**config.mk**
```make
export PLATFORM = sky130hd
export DESIGN_NAME = psk_symbol_serializer
export DESIGN_NICKNAME = d
export VERILOG_FILES = /design/src/rtl/psk_pkg.sv /design/src/rtl/psk_word_prefetch.sv /design/src/rtl/psk_symbol_serializer.sv
export SDC_FILE = /design/constraint.sdc
export NUM_CORES = 1
export LEC_CHECK = 0
export BUFFER_PORTS_ARGS = -buffer_cell sky130_fd_sc_hd__buf_4
export CORE_UTILIZATION = 53
export CTS_BUF_LIST = sky130_fd_sc_hd__clkbuf_16
export DETAILED_ROUTE_END_ITERATION = 10
export HOLD_SLACK_MARGIN = 0.03
export PLACE_DENSITY = 0.76
export SYNTH_ARGS = -nofsm -noshare
export SYNTH_HDL_FRONTEND = slang
export SYNTH_SLANG_ARGS = --single-unit
```
**constraint.sdc**
```tcl
create_clock -name clk -period 1.6 [get_ports clk]
set_input_delay 0.08 -clock clk [delete_from_list [all_inputs] [get_ports clk]]
set_output_delay 0.08 -clock clk [all_outputs]
set_load 0.01 [all_outputs]
```
**src/rtl/psk_pkg.sv**
```systemverilog
// -----------------------------------------------------------------------------
// psk_pkg
// Shared definitions for the PSK transmit path (symbol serializer and phase
// mapper): FSM state encoding, a clog2 that never yields a zero-width counter,
// and the symbols-per-word derivation.
// -----------------------------------------------------------------------------
package psk_pkg;

  typedef enum logic [0:0] {
    ST_IDLE = 1'b0,
    ST_RUN  = 1'b1
  } psk_state_e;

  // Counter width for a counter that must reach n-1; at least 1 bit so a
  // single-symbol word still gets a legal (constant-zero) counter.
  function automatic int unsigned safe_clog2(input int unsigned n);
    return (n < 2) ? 1 : $clog2(n);
  endfunction

  function automatic int unsigned syms_per_word(input int unsigned data_width,
                                                input int unsigned bits_per_symbol);
    return data_width / bits_per_symbol;
  endfunction

endpackage

```
**src/rtl/psk_word_prefetch.sv**
```systemverilog
// -----------------------------------------------------------------------------
// psk_word_prefetch
// One-word prefetch register in front of the symbol shifter. Pops the
// show-ahead FIFO whenever the hold slot is free, so the next word is ready
// before the current one finishes.
//
// FIFO handshake: sample_i is valid whenever empty_i=0; asserting read_o in a
// cycle pops the head at the next rising edge, and the word on sample_i in
// that same cycle is the one taken. read_o is never raised while empty_i=1,
// while the hold slot is full, while enable_i=0 or while rst=1.
//
// Ports
//   clk, rst        clock, synchronous active-high reset
//   enable_i        0 freezes the hold slot and blocks reads
//   empty_i         FIFO empty flag
//   sample_i        FIFO head word
//   consume_i       top takes the held word this cycle
//   bypass_i        top takes sample_i directly this cycle; a read in this
//                   cycle goes to the shifter instead of the hold slot
//   read_o          FIFO pop pulse
//   hold_o          held word
//   hold_valid_o    hold slot full
// -----------------------------------------------------------------------------
module psk_word_prefetch #(
  parameter int unsigned DATA_WIDTH = 8
) (
  input  logic                  clk,
  input  logic                  rst,
  input  logic                  enable_i,
  input  logic                  empty_i,
  input  logic [DATA_WIDTH-1:0] sample_i,
  input  logic                  consume_i,
  input  logic                  bypass_i,
  output logic                  read_o,
  output logic [DATA_WIDTH-1:0] hold_o,
  output logic                  hold_valid_o
);

  logic [DATA_WIDTH-1:0] hold_q, hold_d;
  logic                  hold_valid_q, hold_valid_d;

  // rst gates the pop combinationally so no word is lost while held in reset.
  assign read_o = !rst && enable_i && !hold_valid_q && !empty_i;

  always_comb begin
    hold_d       = hold_q;
    hold_valid_d = hold_valid_q;
    if (read_o && !bypass_i) begin
      hold_d       = sample_i;
      hold_valid_d = 1'b1;
    end else if (consume_i) begin
      // consume only happens with the slot full, so it never races a read
      hold_valid_d = 1'b0;
    end
  end

  always_ff @(posedge clk) begin
    if (rst) begin
      hold_q       <= '0;
      hold_valid_q <= 1'b0;
    end else begin
      hold_q       <= hold_d;
      hold_valid_q <= hold_valid_d;
    end
  end

  assign hold_o       = hold_q;
  assign hold_valid_o = hold_valid_q;

endmodule

```
**src/rtl/psk_symbol_serializer.sv**
```systemverilog
// -----------------------------------------------------------------------------
// psk_symbol_serializer
// Serialises DATA_WIDTH-bit FIFO words into BITS_PER_SYMBOL-bit symbols, each
// held for CLKS_PER_SYMBOL enabled clocks, for the downstream phase mapper.
// A one-word prefetch (psk_word_prefetch) plus a same-cycle bypass keep
// back-to-back words gapless.
//
// Ports
//   clk, rst          clock, synchronous active-high reset (wins over enable)
//   enable_i          0 freezes all state; strobe/read/underrun forced 0
//   sample_i          FIFO head word, valid while empty_i=0
//   empty_i           FIFO empty
//   read_o            FIFO pop pulse (word taken in the same cycle)
//   symbol_o          current symbol (IDLE_SYMBOL when no data)
//   symbol_valid_o    1 while a data symbol is driven
//   symbol_strobe_o   pulse on the first clock of every data symbol
//   symb_clk_o        toggles on every word loaded into the shifter
//   underrun_o        pulse when a word ends with no next word available
//   state_o           debug view of the FSM state
// -----------------------------------------------------------------------------
module psk_symbol_serializer
  import psk_pkg::*;
#(
  parameter int unsigned DATA_WIDTH      = 8,
  parameter int unsigned BITS_PER_SYMBOL = 2,
  parameter int unsigned CLKS_PER_SYMBOL = 100,
  parameter bit          MSB_FIRST       = 1'b0,
  parameter int unsigned IDLE_SYMBOL     = 0
) (
  input  logic                       clk,
  input  logic                       rst,
  input  logic                       enable_i,
  input  logic [DATA_WIDTH-1:0]      sample_i,
  input  logic                       empty_i,
  output logic                       read_o,
  output logic [BITS_PER_SYMBOL-1:0] symbol_o,
  output logic                       symbol_valid_o,
  output logic                       symbol_strobe_o,
  output logic                       symb_clk_o,
  output logic                       underrun_o,
  output psk_state_e                 state_o
);

  localparam int unsigned SYMS_PER_WORD = syms_per_word(DATA_WIDTH, BITS_PER_SYMBOL);
  localparam int unsigned CW            = safe_clog2(CLKS_PER_SYMBOL);
  localparam int unsigned SW            = safe_clog2(SYMS_PER_WORD);
  localparam logic [CW-1:0] CLK_LAST    = CW'(CLKS_PER_SYMBOL - 1);
  localparam logic [SW-1:0] SYM_LAST    = SW'(SYMS_PER_WORD - 1);
  localparam logic [BITS_PER_SYMBOL-1:0] IDLE_SYM = BITS_PER_SYMBOL'(IDLE_SYMBOL);

  if (((DATA_WIDTH % BITS_PER_SYMBOL) != 0) || (CLKS_PER_SYMBOL < 2)) begin : g_bad_params
    $error("psk_symbol_serializer: DATA_WIDTH must be a multiple of BITS_PER_SYMBOL and CLKS_PER_SYMBOL must be >= 2");
  end

  // The symbol on air is always the group at the "output end" of the shifter;
  // the shifter moves toward that end after each symbol.
  function automatic logic [BITS_PER_SYMBOL-1:0] lead_symbol(input logic [DATA_WIDTH-1:0] w);
    if (MSB_FIRST) return w[DATA_WIDTH-1 -: BITS_PER_SYMBOL];
    else           return w[BITS_PER_SYMBOL-1:0];
  endfunction

  function automatic logic [DATA_WIDTH-1:0] advance(input logic [DATA_WIDTH-1:0] w);
    if (MSB_FIRST) return w << BITS_PER_SYMBOL;
    else           return w >> BITS_PER_SYMBOL;
  endfunction

  psk_state_e                 state_q, state_d;
  logic [CW-1:0]              clk_cnt_q, clk_cnt_d;
  logic [SW-1:0]              sym_cnt_q, sym_cnt_d;
  logic [DATA_WIDTH-1:0]      shifter_q, shifter_d;
  logic [BITS_PER_SYMBOL-1:0] symbol_q, symbol_d;
  logic                       symbol_valid_q, symbol_valid_d;
  logic                       strobe_q, strobe_d;
  logic                       symb_clk_q, symb_clk_d;
  logic                       underrun_q, underrun_d;

  logic                  hold_valid;
  logic [DATA_WIDTH-1:0] hold_word;
  logic                  consume;
  logic                  bypass;
  logic                  load;
  logic [DATA_WIDTH-1:0] load_word;

  psk_word_prefetch #(
    .DATA_WIDTH (DATA_WIDTH)
  ) u_prefetch (
    .clk          (clk),
    .rst          (rst),
    .enable_i     (enable_i),
    .empty_i      (empty_i),
    .sample_i     (sample_i),
    .consume_i    (consume),
    .bypass_i     (bypass),
    .read_o       (read_o),
    .hold_o       (hold_word),
    .hold_valid_o (hold_valid)
  );

  always_comb begin
    state_d        = state_q;
    clk_cnt_d      = clk_cnt_q;
    sym_cnt_d      = sym_cnt_q;
    shifter_d      = shifter_q;
    symb_clk_d     = symb_clk_q;
    symbol_d       = symbol_q;
    symbol_valid_d = symbol_valid_q;
    strobe_d       = 1'b0;
    underrun_d     = 1'b0;
    load           = 1'b0;
    load_word      = '0;
    consume        = 1'b0;
    bypass         = 1'b0;

    if (enable_i) begin
      case (state_q)
        ST_IDLE: begin
          if (hold_valid) begin
            load      = 1'b1;
            load_word = hold_word;
            consume   = 1'b1;
            state_d   = ST_RUN;
          end
        end
        ST_RUN: begin
          if (clk_cnt_q == CLK_LAST) begin
            clk_cnt_d = '0;
            if (sym_cnt_q == SYM_LAST) begin
              sym_cnt_d = '0;
              if (hold_valid) begin
                load      = 1'b1;
                load_word = hold_word;
                consume   = 1'b1;
              end else if (!empty_i) begin
                // Hold slot is empty: the prefetch read in this cycle is
                // steered straight into the shifter to avoid a gap.
                load      = 1'b1;
                load_word = sample_i;
                bypass    = 1'b1;
              end else begin
                underrun_d = 1'b1;
                state_d    = ST_IDLE;
              end
            end else begin
              sym_cnt_d = sym_cnt_q + SW'(1);
              shifter_d = advance(shifter_q);
            end
          end else begin
            clk_cnt_d = clk_cnt_q + CW'(1);
          end
        end
        default: state_d = ST_IDLE;
      endcase

      if (load) begin
        shifter_d  = load_word;
        clk_cnt_d  = '0;
        sym_cnt_d  = '0;
        symb_clk_d = ~symb_clk_q;
      end

      // Outputs are registered from the next state so they line up with the
      // symbol the counters describe after this edge.
      symbol_valid_d = (state_d == ST_RUN);
      symbol_d       = symbol_valid_d ? lead_symbol(shifter_d) : IDLE_SYM;
      strobe_d       = symbol_valid_d && (clk_cnt_d == '0);
    end
  end

  always_ff @(posedge clk) begin
    if (rst) begin
      state_q        <= ST_IDLE;
      clk_cnt_q      <= '0;
      sym_cnt_q      <= '0;
      shifter_q      <= '0;
      symbol_q       <= IDLE_SYM;
      symbol_valid_q <= 1'b0;
      strobe_q       <= 1'b0;
      symb_clk_q     <= 1'b0;
      underrun_q     <= 1'b0;
    end else begin
      state_q        <= state_d;
      clk_cnt_q      <= clk_cnt_d;
      sym_cnt_q      <= sym_cnt_d;
      shifter_q      <= shifter_d;
      symbol_q       <= symbol_d;
      symbol_valid_q <= symbol_valid_d;
      strobe_q       <= strobe_d;
      symb_clk_q     <= symb_clk_d;
      underrun_q     <= underrun_d;
    end
  end

  assign symbol_o        = symbol_q;
  assign symbol_valid_o  = symbol_valid_q;
  assign symbol_strobe_o = strobe_q;
  assign symb_clk_o      = symb_clk_q;
  assign underrun_o      = underrun_q;
  assign state_o         = state_q;

endmodule
```
# Word-level counts from Yosys, hierarchy flattened
# Cells that the tools add are included.
# classes
reduce_logical	18
mux	42
eq_ne	3
add_sub_neg	2
bitwise	5
# ops
op	n
8-bit two-way mux	9
7-bit two-way mux	4
1-bit two-way mux	20
8-bit one-hot mux with 2 select lines	1
2-bit two-way mux	5
7-bit by 1-bit adder with 7-bit output, second input constant	1
7-bit equality test, second input constant	1
7-bit zero test	1
1-bit one-hot mux with 2 select lines	3
2-bit nonzero test	3
6-bit OR reduction	1
1-bit logical AND	5
1-bit inverter	5
1-bit zero test	4
4-bit AND reduction	1
3-bit AND reduction	1
2-bit by 1-bit adder with 2-bit output, second input constant	1
2-bit equality test, second input constant	1
2-bit by 1-bit inequality test with 1-bit output, second input constant	1
2-bit AND reduction	1
2-bit OR reduction	1
# totals
output_inout_bits	8
elab_cells	81
input_bits	12
reg_bits	32

# Depth between registers and ports, before layout
# Gate-level depths: netlist of the first run.
# logic_depth
word_depth	10
ltp_mapped	7
depth_no_buf	5

# By module
# A second synthesis of the first run with hierarchy kept.
# hier_totals
cells_unflattened	225
hier_area_um2	1838.0
# modules_own_cells
module	seq_area_each_um2	cells_per_inst	n_inst	area_per_inst_um2
psk_symbol_serializer	460.4	186	1	1413.9
psk_word_prefetch	180.2	39	1	424.2

# Worst setup path before layout of the first run
# No wires, ideal clock.
# synth_timing
path_kind	register to register
from	register clk_cnt_q[0]
to	register symb_clk_q, in the netlist symb_clk_o
period_less_slack_ps	1738
arrival_ps	1614
setup_slack_ps	-138
n_path_buf	0
setup_time_ps	123
path_stages_with_launch	6
required_ps	1477
path_cell_list	dfxtp_1 > ha_1 > nand4bb_1 > o21ai_2 > nor3b_1 > mux2_1
# synth_via
elab_chain_len	5
# synth_lines
element	line	source
start: declaration	psk_symbol_serializer.sv:68	logic [CW-1:0] clk_cnt_q, clk_cnt_d;
start signal: assignment	psk_symbol_serializer.sv:182	clk_cnt_q <= clk_cnt_d;
7-bit equality test	psk_symbol_serializer.sv:125	if (clk_cnt_q == CLK_LAST) begin
1-bit two-way mux	psk_symbol_serializer.sv:125	
1-bit one-hot mux with 2 select lines	psk_symbol_serializer.sv:115	case (state_q)
1-bit two-way mux	psk_symbol_serializer.sv:114	if (enable_i) begin
2-bit AND reduction (no line)	n/a	
end signal: assignment	psk_symbol_serializer.sv:188	symb_clk_q <= symb_clk_d;
end: declaration	psk_symbol_serializer.sv:74	logic symb_clk_q, symb_clk_d;
# No other way between the ends. The select of a mux whose other input is x is not followed.
# A chain may end at the register's enable or synchronous reset.

# Worst setup path after layout of the first run
# Same ends and word-level chain as after synthesis.

==> run_results.csv, run 1 <==
group,metric,value,unit
outcome,run_status,"complete, but fails checks",
outcome,violations_in_the_final_reports,"setup timing",
floorplanning,die_h,63.2,µm
synthesis,ys_warn_count,0,
placed_design,post-dp-hpwl,3.39,mm
synthesis,netlist-cell-type-count,57,
critical_path,critical_path_at,1880,ps
routing,wirelength,5.86,mm
synthesis,synthesis.instances,237,
sta,timing.fmax,0.579,GHz
clocking,numCtsBuffers,5,
floorplanning,std_cell_rows,21,
cells_and_area,layout_cell_share_with_drive_strength_beyond_1,34.5,%
sta,relSlewSlack,71.0,%
routing,drt_iter0_markers,227,
routing,detail-route-antenna-nets,0,
global_route,antenna_found_initial,0,
floorplanning,floorplan.initialDensity,57.2,%
sta,maxSlewViolCount,0,
global_route,grt_usage,27.6,%
clocking,clock_insertion_delay_worst_skew,280,ps
hold_path,hold_class,"primary input to flop",
critical_path,worstSetupPathType,"flop to flop",
sta,fin_hold_ws,40.5,ps
critical_path,critPathLaunchType,"flop",
sta,sum_neg_setup_slack,-726,ps
global_route,first_global_vias,1938,
routing,post_drt_via_cell_ratio,6.18,
critical_path,worstPathMaxFanout,5,
cells_and_area,final_core_utilization,79.1,%
clocking,cts_max_level,2,
sta,setup_repair_after_global_routing_missed_its_margin,"yes",
sta,timing_worst_slew_pin_value,434,ps
routing,detailroute.via_count,2078,
critical_path,reg2reg_depth,6,
sta,min_period,1730,ps
clocking,cts.path.max_buffers,2,
synthesis,synth_sequential_area_ratio,32.3,%
sta,worst_case_clock_skew,6.01,ps
floorplanning,fp.dieArea,3990,µm²
floorplanning,floorplan.io_pins,20,
synthesis,primary_flip_flop_cell_chosen_by_synthesis_mapping,"sky130_fd_sc_hd__dfxtp_1",
global_route,first_pass_grt_wire_length,8.67,mm
floorplanning,core_area,3470,µm²
routing,first_pass_iters,5,
sta,hold_violations,0,
critical_path,crit_required,1760,ps
pwr,power_leakage,1.10,nW
synthesis,ys_async_sr_fraction,0,%
sta,final-setup-viol-count,16,
global_route,globalRouteOverflowTotal,0,
global_route,grt_max_degree,32,
synthesis,postSynthRegisterBits,32,
hold_path,holdPathStages,2,
placed_design,finalWeightedCongestion,0.894,
synthesis,synth_nets,251,
clocking,clkTransAtPathRegs,50,ps
pwr,cellPowerDensity,739,nW/µm²
routing,avgRoutedWirePerCell,17.4,µm
clocking,tritoncts,"done",
synthesis,synth_edf_count,0,
critical_path,timing.critical_path.to_type,"flop",
pwr,vdd_ir_drop_max,0.742,mV
placed_design,place.port_buffers,19,
cells_and_area,area.growth.synth_to_final,38.2,%
clocking,clk_sink_count,32,
clocking,cts.root.buffer_cell,"sky130_fd_sc_hd__clkbuf_16",
floorplanning,die_w,63.2,µm
sta,fin_crit_sh,108,%
synthesis,syn-mean-instance-area,8.37,µm²
cells_and_area,n_antenna_cell,0,
synthesis,mappedNetlistArea,1980,µm²
cells_and_area,final_net_count,303,
routing,drcViolationCount,0,
sta,fin_ws,-128,ps
flow_run,max-cap-violations,0,
-- path summary, 6_finish.rpt --
path	startpoint	endpoint	slack, ps
max	clk_cnt_q[0]$_SDFFE_PP0P_	symb_clk_o$_SDFFE_PP0P_	-130
min	sample_i[4]	u_prefetch.hold_o[4]$_SDFFE_PP0P_	40
max reg2reg	clk_cnt_q[0]$_SDFFE_PP0P_	symb_clk_o$_SDFFE_PP0P_	-130
min reg2reg	symbol_o[1]$_SDFFE_PP0P_	symbol_o[1]$_SDFFE_PP0P_	460
-- kinds of logic (layout without fill, tap and decap cells) --
| family | after synthesis | in the layout | share of synthesized area, % |
|---|---|---|---|
| AOI/OAI and AO/OA | 71 | 71 | 25.3 |
| adders and majority gates | 2 | 2 | 1.26 |
| buffers and inverters | 26 | 79 | 7.19 |
| DFF | 32 | 32 | 32.3 |
| muxes | 10 | 10 | 5.61 |
| and+or+nand+nor | 96 | 96 | 28.3 |
-- flip-flops by register name (all words and copies together), names as in the netlist --
| name | flops |
|---|---|
| clk_cnt_q | 7 |
| shifter_q | 8 |
| sym_cnt_q | 2 |
| symb_clk_o | 1 |
| symbol_o | 2 |
| symbol_strobe_o | 1 |
| symbol_valid_o | 1 |
| u_prefetch.hold_o | 8 |
| u_prefetch.hold_valid_o | 1 |
| underrun_o | 1 |
-- synth_stat cells (4+ instances only) --
master / count / area share, %
sky130_fd_sc_hd__o31ai_1: 4 / 1.5
sky130_fd_sc_hd__a211oi_1: 7 / 2.6
sky130_fd_sc_hd__inv_1: 7 / 1.3
sky130_fd_sc_hd__nor2b_1: 20 / 6.3
sky130_fd_sc_hd__nor2_1: 23 / 4.4
sky130_fd_sc_hd__dfxtp_1: 32 / 32
sky130_fd_sc_hd__o21ai_0: 6 / 1.5
sky130_fd_sc_hd__clkbuf_1: 5 / 0.95
sky130_fd_sc_hd__buf_2: 6 / 1.5
sky130_fd_sc_hd__mux2_1: 8 / 4.5
sky130_fd_sc_hd__a22oi_1: 4 / 1.5
sky130_fd_sc_hd__buf_4: 6 / 2.3
sky130_fd_sc_hd__a31oi_1: 5 / 1.6
sky130_fd_sc_hd__or3_1: 4 / 1.3
sky130_fd_sc_hd__nand3_1: 8 / 2.0
sky130_fd_sc_hd__a221o_1: 4 / 2.0
sky130_fd_sc_hd__a21oi_1: 21 / 5.3
sky130_fd_sc_hd__nand2b_1: 4 / 1.3
sky130_fd_sc_hd__nand2_1: 13 / 2.5
-- stage by stage --
stage	instances	total power (W)	setup slack (ps)	area (µm²)
global route	336	0.00209	-177	2740
floorplan	237	0.00101	2.31	2020
global placement	316	0.00111	-23.1	2400
finish	336	0.00203	-128	2740
detailed placement	316	0.00111	-58.4	2400
CTS	333	0.00201	-33.2	2650
-- metal layers --
metal | track usage (%) | up-vias | wire (µm)
met1 | 34.1 | 1009 | 2500
met4 | 6.53 | 0 | 79
met5 | 0 | - | 0
met2 | 48.4 | 91 | 2870
met3 | 5.98 | 11 | 409
li1 | - | 967 | -
-- critical path, cell delays in order, from the launching register on --
cell	delay (ps)
sky130_fd_sc_hd__dfxtp_2	350
sky130_fd_sc_hd__ha_4	160
sky130_fd_sc_hd__buf_4	130
sky130_fd_sc_hd__nand4bb_4	170
sky130_fd_sc_hd__o21ai_4	220
sky130_fd_sc_hd__nor3b_2	220
sky130_fd_sc_hd__mux2_1	350
-- area by class of cell --
class                      count  area [µm²]
clock buffer                   5         125
clock inverter                 3        11.3
fill                         233         726
inverter                       7        26.3
multi-input combinational    179        1320
sequential                    32         652
tap                           46        57.6
timing repair buffer          64         551
-- layout by cell type, fill, tap and decap left out, types with 2 or more instances in the layout --
cell / count
sky130_fd_sc_hd__a221o_1: 4
sky130_fd_sc_hd__or3_1: 4
sky130_fd_sc_hd__buf_6: 2
sky130_fd_sc_hd__dfxtp_2: 6
sky130_fd_sc_hd__o31ai_1: 4
sky130_fd_sc_hd__or4_4: 2
sky130_fd_sc_hd__o21ai_0: 6
sky130_fd_sc_hd__mux2_1: 6
sky130_fd_sc_hd__nor2_4: 2
sky130_fd_sc_hd__o21ai_4: 2
sky130_fd_sc_hd__nor2b_1: 20
sky130_fd_sc_hd__buf_4: 53
sky130_fd_sc_hd__nand3_2: 2
sky130_fd_sc_hd__a221oi_2: 2
sky130_fd_sc_hd__o211ai_1: 2
sky130_fd_sc_hd__inv_1: 9
sky130_fd_sc_hd__dlygate4sd3_1: 5
sky130_fd_sc_hd__dfxtp_1: 25
sky130_fd_sc_hd__a31oi_1: 4
sky130_fd_sc_hd__nor2_1: 22
sky130_fd_sc_hd__mux2_4: 2
sky130_fd_sc_hd__a211oi_1: 5
sky130_fd_sc_hd__buf_12: 4
sky130_fd_sc_hd__nand4_1: 3
sky130_fd_sc_hd__a21oi_1: 20
sky130_fd_sc_hd__a22o_1: 2
sky130_fd_sc_hd__a211oi_2: 2
sky130_fd_sc_hd__nand3_1: 7
sky130_fd_sc_hd__nand2_1: 13
sky130_fd_sc_hd__a22oi_1: 4
sky130_fd_sc_hd__ha_4: 2
sky130_fd_sc_hd__clkbuf_16: 5
sky130_fd_sc_hd__nor4_1: 2
sky130_fd_sc_hd__nand2b_1: 4
-- what timing repair did --
item | 4_1_cts | 5_1_grt
gates cloned | 0 | 0
hold endpoints to repair | 5 | 0
pin swaps | 10 | 19
setup endpoints to repair | 18 | 16
setup buffers | 4 | 3
hold buffers | 5 | 0
resized for setup | 8 | 17
-- power by group --
| part | leakage (nW) | switching, W | internal, W |
|---|---|---|---|
| registers | 0.263 | 0.0000210 | 0.000827 |
| clock network | 0.0738 | 0.000329 | 0.000558 |
| logic | 0.763 | 0.000146 | 0.000145 |
(Power assumes the default switching activity.)
==> inputs of run 2 (changes only) <==
- CELL_PAD_IN_SITES_DETAIL_PLACEMENT: not set -> 1
- CELL_PAD_IN_SITES_GLOBAL_PLACEMENT: not set -> 2
- CORE_UTILIZATION: 53 -> 32
- PLACE_DENSITY: 0.76 -> not set
- PLACE_DENSITY_LB_ADDON: not set -> 0.1
==> run 2 against run 1 <==
The flow still finishes with violations (setup timing); routed wire length grew 6.6%; count of clock-buffer cells in the layout is the same; highest routed layer unchanged; critical endpoint is now sym_cnt_q[0]$_SDFFE_PP0P_; register-to-register slack gained 90 ps; core utilization shrank 33 points; largest power group unchanged.
==> run_results.csv, run 2 (same netlist as run 1, synthesis figures left out) <==
group,metric,value,unit
outcome,run_status,"complete, but fails checks",
outcome,violations_in_the_final_reports,"setup timing",
global_route,first_pass_grt_wire_length,10.2,mm
pwr,power.share.sequential,41.5,%
pwr,clock_power_share,44.0,%
critical_path,timing.critical_path.to_type,"flop",
flow_run,max-cap-violations,0,
sta,setup_repair_after_global_routing_missed_its_margin,"yes",
pwr,power.share.combinational,14.6,%
clocking,clock_insertion_delay_worst_skew,280,ps
routing,first_pass_iters,4,
routing,detail-route-antenna-nets,0,
cells_and_area,layout_cell_share_with_drive_strength_beyond_1,32.3,%
pwr,net_switching_share_of_the_total_power,25.1,%
pwr,power_leakage,1.07,nW
critical_path,worst_setup_path_startpoint,"clk_cnt_q[1]$_SDFFE_PP0P_",
floorplanning,fp.dieArea,6520,µm²
sta,worst_case_clock_skew,3.63,ps
sta,min_period,1630,ps
sta,sum_neg_setup_slack,-33.4,ps
cells_and_area,n_antenna_cell,0,
cells_and_area,final_net_count,302,
sta,final-setup-viol-count,1,
floorplanning,die_w,80.8,µm
floorplanning,floorplan.initialDensity,33.3,%
critical_path,r2r_setup_slack,-30,ps
clocking,cts.path.max_buffers,2,
pwr,vdd_ir_drop_max,0.513,mV
clocking,clkTransAtPathRegs,50,ps
cells_and_area,commonest_non_fill_non_tap_cell_in_the_layout,"sky130_fd_sc_hd__buf_4",
clocking,cts_max_level,2,
floorplanning,std_cell_rows,28,
pwr,power_switching,0.000512,W
global_route,globalRouteOverflowTotal,0,
sta,hold_violations,0,
routing,avgRoutedWirePerCell,17.2,µm
pwr,internal_power,0.00153,W
critical_path,critical_path_at,1820,ps
placed_design,post-dp-hpwl,4.37,mm
sta,timing.fmax,0.612,GHz
placed_design,pre_cts_slack,-40.9,ps
clocking,cts.root.buffer_cell,"sky130_fd_sc_hd__clkbuf_16",
placed_design,finalWeightedCongestion,0.793,
routing,drcViolationCount,0,
routing,drt_iter0_markers,67,
routing,detailroute.via_count,1941,
hold_path,hold_class,"primary input to flop",
global_route,first_global_vias,1989,
cells_and_area,most-common-layout-cells,"53 x sky130_fd_sc_hd__buf_4, 27 x sky130_fd_sc_hd__dfxtp_1, 22 x sky130_fd_sc_hd__nor2_1",
clocking,numCtsBuffers,5,
routing,wirelength,6.25,mm
routing,post_drt_via_cell_ratio,5.35,
sta,maxSlewViolCount,0,
sta,fin_crit_sh,102,%
placed_design,place.port_buffers,19,
cells_and_area,final_core_utilization,46.0,%
cells_and_area,area.growth.synth_to_final,38.0,%
critical_path,worstSetupPathType,"flop to flop",
hold_path,timing.hold.worst.start,"sample_i[4]",
floorplanning,core_area,5960,µm²
clocking,clk_sink_count,32,
global_route,antenna_found_initial,0,
critical_path,worstPathMaxFanout,7,
global_route,grt_max_degree,30,
critical_path,rr_startpoint,"clk_cnt_q[1]$_SDFFE_PP0P_",
sta,timing_worst_slew_pin_value,415,ps
critical_path,critPathLaunchType,"flop",
sta,fin_hold_ws,32.9,ps
pwr,cellPowerDensity,746,nW/µm²
clocking,tritoncts,"done",
floorplanning,floorplan.io_pins,20,
floorplanning,die_h,80.8,µm
critical_path,crit_required,1780,ps
sta,relSlewSlack,72.3,%
global_route,grt_usage,21.2,%
sta,fin_ws,-33.4,ps
## run 2: final timing paths
path	cells after the start	end
setup / recovery	5	sym_cnt_q[0]$_SDFFE_PP0P_
hold / removal	2	u_prefetch.hold_o[4]$_SDFFE_PP0P_
setup reg to reg	5	sym_cnt_q[0]$_SDFFE_PP0P_
hold reg to reg	2	symbol_o[1]$_SDFFE_PP0P_
## run 2: layout make-up
cell class | instances | area, µm²
fillers | 712 | 3220
multi-input cells | 179 | 1320
flip-flops and latches | 32 | 647
repair buffers | 63 | 519
clock buffers | 5 | 125
well taps | 75 | 93.8
inverters | 7 | 26.3
clock inverters | 2 | 8.76
## run 2: power groups by stage
stage	registers, W	logic [W]	clock network, W
after floorplan	0.000861	0.000152	0
after global placement	0.000861	0.000268	0
after detailed placement	0.000862	0.000269	0
after CTS	0.000845	0.000288	0.000918
after global routing	0.000849	0.000327	0.000948
final	0.000847	0.000297	0.000898
## run 2: worst max-delay path, cell delays in order, from the launching register on
cell and delay (ps):
sky130_fd_sc_hd__dfxtp_2 350, sky130_fd_sc_hd__ha_4 170, sky130_fd_sc_hd__or3b_4 420, sky130_fd_sc_hd__o21ai_4 230, sky130_fd_sc_hd__o211ai_1 150, sky130_fd_sc_hd__o31ai_1 220
## run 2: per-layer routing
metal  GRT usage [%]  wire length, µm
met1            27.1             2910
met2            35.4             3070
met3            3.37              158
met4            8.75              110
met5               0                0
## run 2: through the flow
step                      area (µm²)  power, W  instances
final                           2740   0.00204        363
after global routing            2740   0.00212        363
after CTS                       2670   0.00205        362
after detailed placement        2440   0.00113        349
after global placement          2440   0.00113        349
after floorplan                 2020   0.00101        237
## run 2: repair_timing
| action | 4_1_cts | 5_1_grt |
|---|---|---|
| endpoints found under the setup margin | 12 | 25 |
| endpoints found under the hold margin | 7 | 0 |
| gates cloned | 0 | 0 |
| hold buffers | 7 | 0 |
| setup buffers | 0 | 2 |
| resized for setup | 7 | 13 |
| pin swaps | 6 | 8 |
==> inputs of run 3 (changes only) <==
- BUFFER_PORTS_ARGS: -buffer_cell sky130_fd_sc_hd__buf_4 -> -buffer_cell sky130_fd_sc_hd__buf_2
==> run 3 against run 2 <==
The flow still finishes with violations (setup timing); design area rose by 7.3%; non-clock buffer count rose by 17; die area did not move; power rose by 1.8%; clock power rose by 1%; flip-flop and latch count did not move; critical path type unchanged; critical endpoint is now shifter_q[1]$_SDFFE_PP0P_; largest cell class unchanged.
==> run_results.csv, run 3 (same netlist as run 1, synthesis figures left out) <==
group,metric,value,unit
cells_and_area,most-common-layout-cells,"48 x sky130_fd_sc_hd__buf_4, 27 x sky130_fd_sc_hd__dfxtp_1, 21 x sky130_fd_sc_hd__nor2_1",
placed_design,post-place-cells,362,
pwr,power.share.sequential,40.8,%
clocking,clock_insertion_delay_worst_skew,280,ps
sta,timing.fmax,0.583,GHz
sta,fin_crit_sh,107,%
outcome,violations_in_the_final_reports,"setup timing",
routing,met3_length,109,µm
placed_design,post-dp-hpwl,4.48,mm
sta,setup_repair_after_global_routing_missed_its_margin,"yes",
clocking,cts.path.max_buffers,2,
floorplanning,fp.dieArea,6520,µm²
sta,final-setup-viol-count,23,
pwr,net_switching_share_of_the_total_power,25.7,%
pwr,power.share.combinational,15.5,%
clocking,numCtsBuffers,5,
global_route,antenna_found_initial,0,
placed_design,finalWeightedCongestion,0.732,
sta,min_period,1720,ps
floorplanning,floorplan.initialDensity,33.3,%
routing,first_pass_iters,4,
cells_and_area,area.growth.synth_to_final,48.0,%
outcome,run_status,"complete, but fails checks",
global_route,globalRouteOverflowTotal,0,
critical_path,worstPathMaxFanout,4,
placed_design,pre_cts_slack,-91.6,ps
clocking,clkTransAtPathRegs,50,ps
global_route,grt_max_degree,20,
sta,worst_case_clock_skew,5.26,ps
critical_path,worstSetupPathType,"flop to flop",
cells_and_area,final_net_count,319,
cells_and_area,final_cells,380,
pwr,internal_power,0.00154,W
floorplanning,core_area,5960,µm²
clocking,cts.root.buffer_cell,"sky130_fd_sc_hd__clkbuf_16",
routing,topRoutingLayerUsed,"met4",
routing,wirelength,6.44,mm
clocking,cts_max_level,2,
cells_and_area,stdcell_area,2940,µm²
pwr,power_leakage,1.18,nW
pwr,vdd_ir_drop_max,0.377,mV
placed_design,placed_cell_area,2490,µm²
floorplanning,std_cell_rows,28,
pwr,power_switching,0.000534,W
routing,detail-route-antenna-nets,0,
routing,avgRoutedWirePerCell,16.9,µm
critical_path,critical_path_at,1860,ps
routing,wl_met1,3.03,mm
sta,sum_neg_setup_slack,-981,ps
sta,maxSlewViolCount,0,
global_route,first_pass_grt_wire_length,10.6,mm
cells_and_area,layout_cell_share_with_drive_strength_beyond_1,44.9,%
pwr,report.power.total,0.00208,W
critical_path,timing.critical_path.to_type,"flop",
sta,hold_violations,0,
clocking,tritoncts,"done",
pwr,cellPowerDensity,708,nW/µm²
sta,timing_worst_slew_pin_value,504,ps
placed_design,place.port_buffers,19,
floorplanning,die_w,80.8,µm
global_route,first_global_vias,2140,
sta,relSlewSlack,66.1,%
floorplanning,die_h,80.8,µm
critical_path,crit_required,1750,ps
clocking,clk_sink_count,32,
flow_run,max-cap-violations,0,
sta,fin_ws,-116,ps
global_route,grt_usage,21.8,%
routing,post_drt_via_cell_ratio,5.34,
cells_and_area,n_antenna_cell,0,
routing,drt_iter0_markers,68,
routing,met2_wirelength,3.21,mm
floorplanning,floorplan.io_pins,20,
routing,detailroute.via_count,2031,
hold_path,hold_class,"primary input to flop",
critical_path,critPathLaunchType,"flop",
cells_and_area,commonest_non_fill_non_tap_cell_in_the_layout,"sky130_fd_sc_hd__buf_4",
routing,drcViolationCount,0,
cells_and_area,nFillCells,704,
pwr,clock_power_share,43.7,%
[run 3: cell count changes in the layout (fill, tap and decap cells not counted), sizes merged]
cell         delta
buf            +24
dlygate4sd3     -7
[run 3: path summary, 6_finish.rpt]
check / from / end / slack (ps) / cells past startpoint
worst max-delay path: clk_cnt_q[0]$_SDFFE_PP0P_ / shifter_q[1]$_SDFFE_PP0P_ / -120 / 6
worst min-delay path: sample_i[3] / u_prefetch.hold_o[3]$_SDFFE_PP0P_ / 40 / 2
worst max register to register: clk_cnt_q[0]$_SDFFE_PP0P_ / shifter_q[1]$_SDFFE_PP0P_ / -120 / 6
worst min register to register: shifter_q[6]$_SDFFE_PP0P_ / shifter_q[6]$_SDFFE_PP0P_ / 480 / 2
[run 3: routing by layer]
metal / vias to the layer above / GRT usage [%]
li1: 1002 / -
met1: 1001 / 27.1
met2: 21 / 37.7
met3: 7 / 3.15
met4: 0 / 8.93
met5: - / 0
[run 3: cell type report]
type | instances | area [µm²] | share of cell area [%]
flip-flops and latches | 32 | 647 | 22.0
clock inverters | 2 | 8.76 | 0.298
repair buffers | 80 | 619 | 21.1
inverters | 7 | 26.3 | 0.895
well taps | 75 | 93.8 | 3.20
clock buffers | 5 | 125 | 4.26
multi-input cells | 179 | 1420 | 48.2
[run 3: worst max-delay path: stages (launching register included)]
cell and delay [ps]:
sky130_fd_sc_hd__dfxtp_2 350, sky130_fd_sc_hd__ha_4 180, sky130_fd_sc_hd__nor3b_4 310, sky130_fd_sc_hd__buf_4 180
sky130_fd_sc_hd__a21oi_1 70, sky130_fd_sc_hd__a221oi_2 370, sky130_fd_sc_hd__a211oi_2 130
[run 3: power by group through the flow]
stage | logic (W) | registers (W) | clock network [W]
5_1_grt | 0.000353 | 0.000850 | 0.000969
4_1_cts | 0.000303 | 0.000847 | 0.000934
3_3_place_gp | 0.000268 | 0.000861 | 0
3_5_place_dp | 0.000268 | 0.000862 | 0
6_report | 0.000322 | 0.000847 | 0.000908
2_1_floorplan | 0.000152 | 0.000861 | 0
[run 3: repair_timing]
action | in CTS | in global routing
resized for setup | 29 | 25
setup buffers | 8 | 6
cloned | 0 | 0
pin swaps | 16 | 28
hold buffers | 0 | 0
endpoints found under the setup margin | 25 | 28
[run 3: stage by stage]
step	hold slack (ps)	utilization [%]
5_1_grt	44.3	49.3
3_3_place_gp	299	41.8
2_1_floorplan	208	-
4_1_cts	34.7	47.0
6_report	39.9	49.3
3_5_place_dp	309	41.8
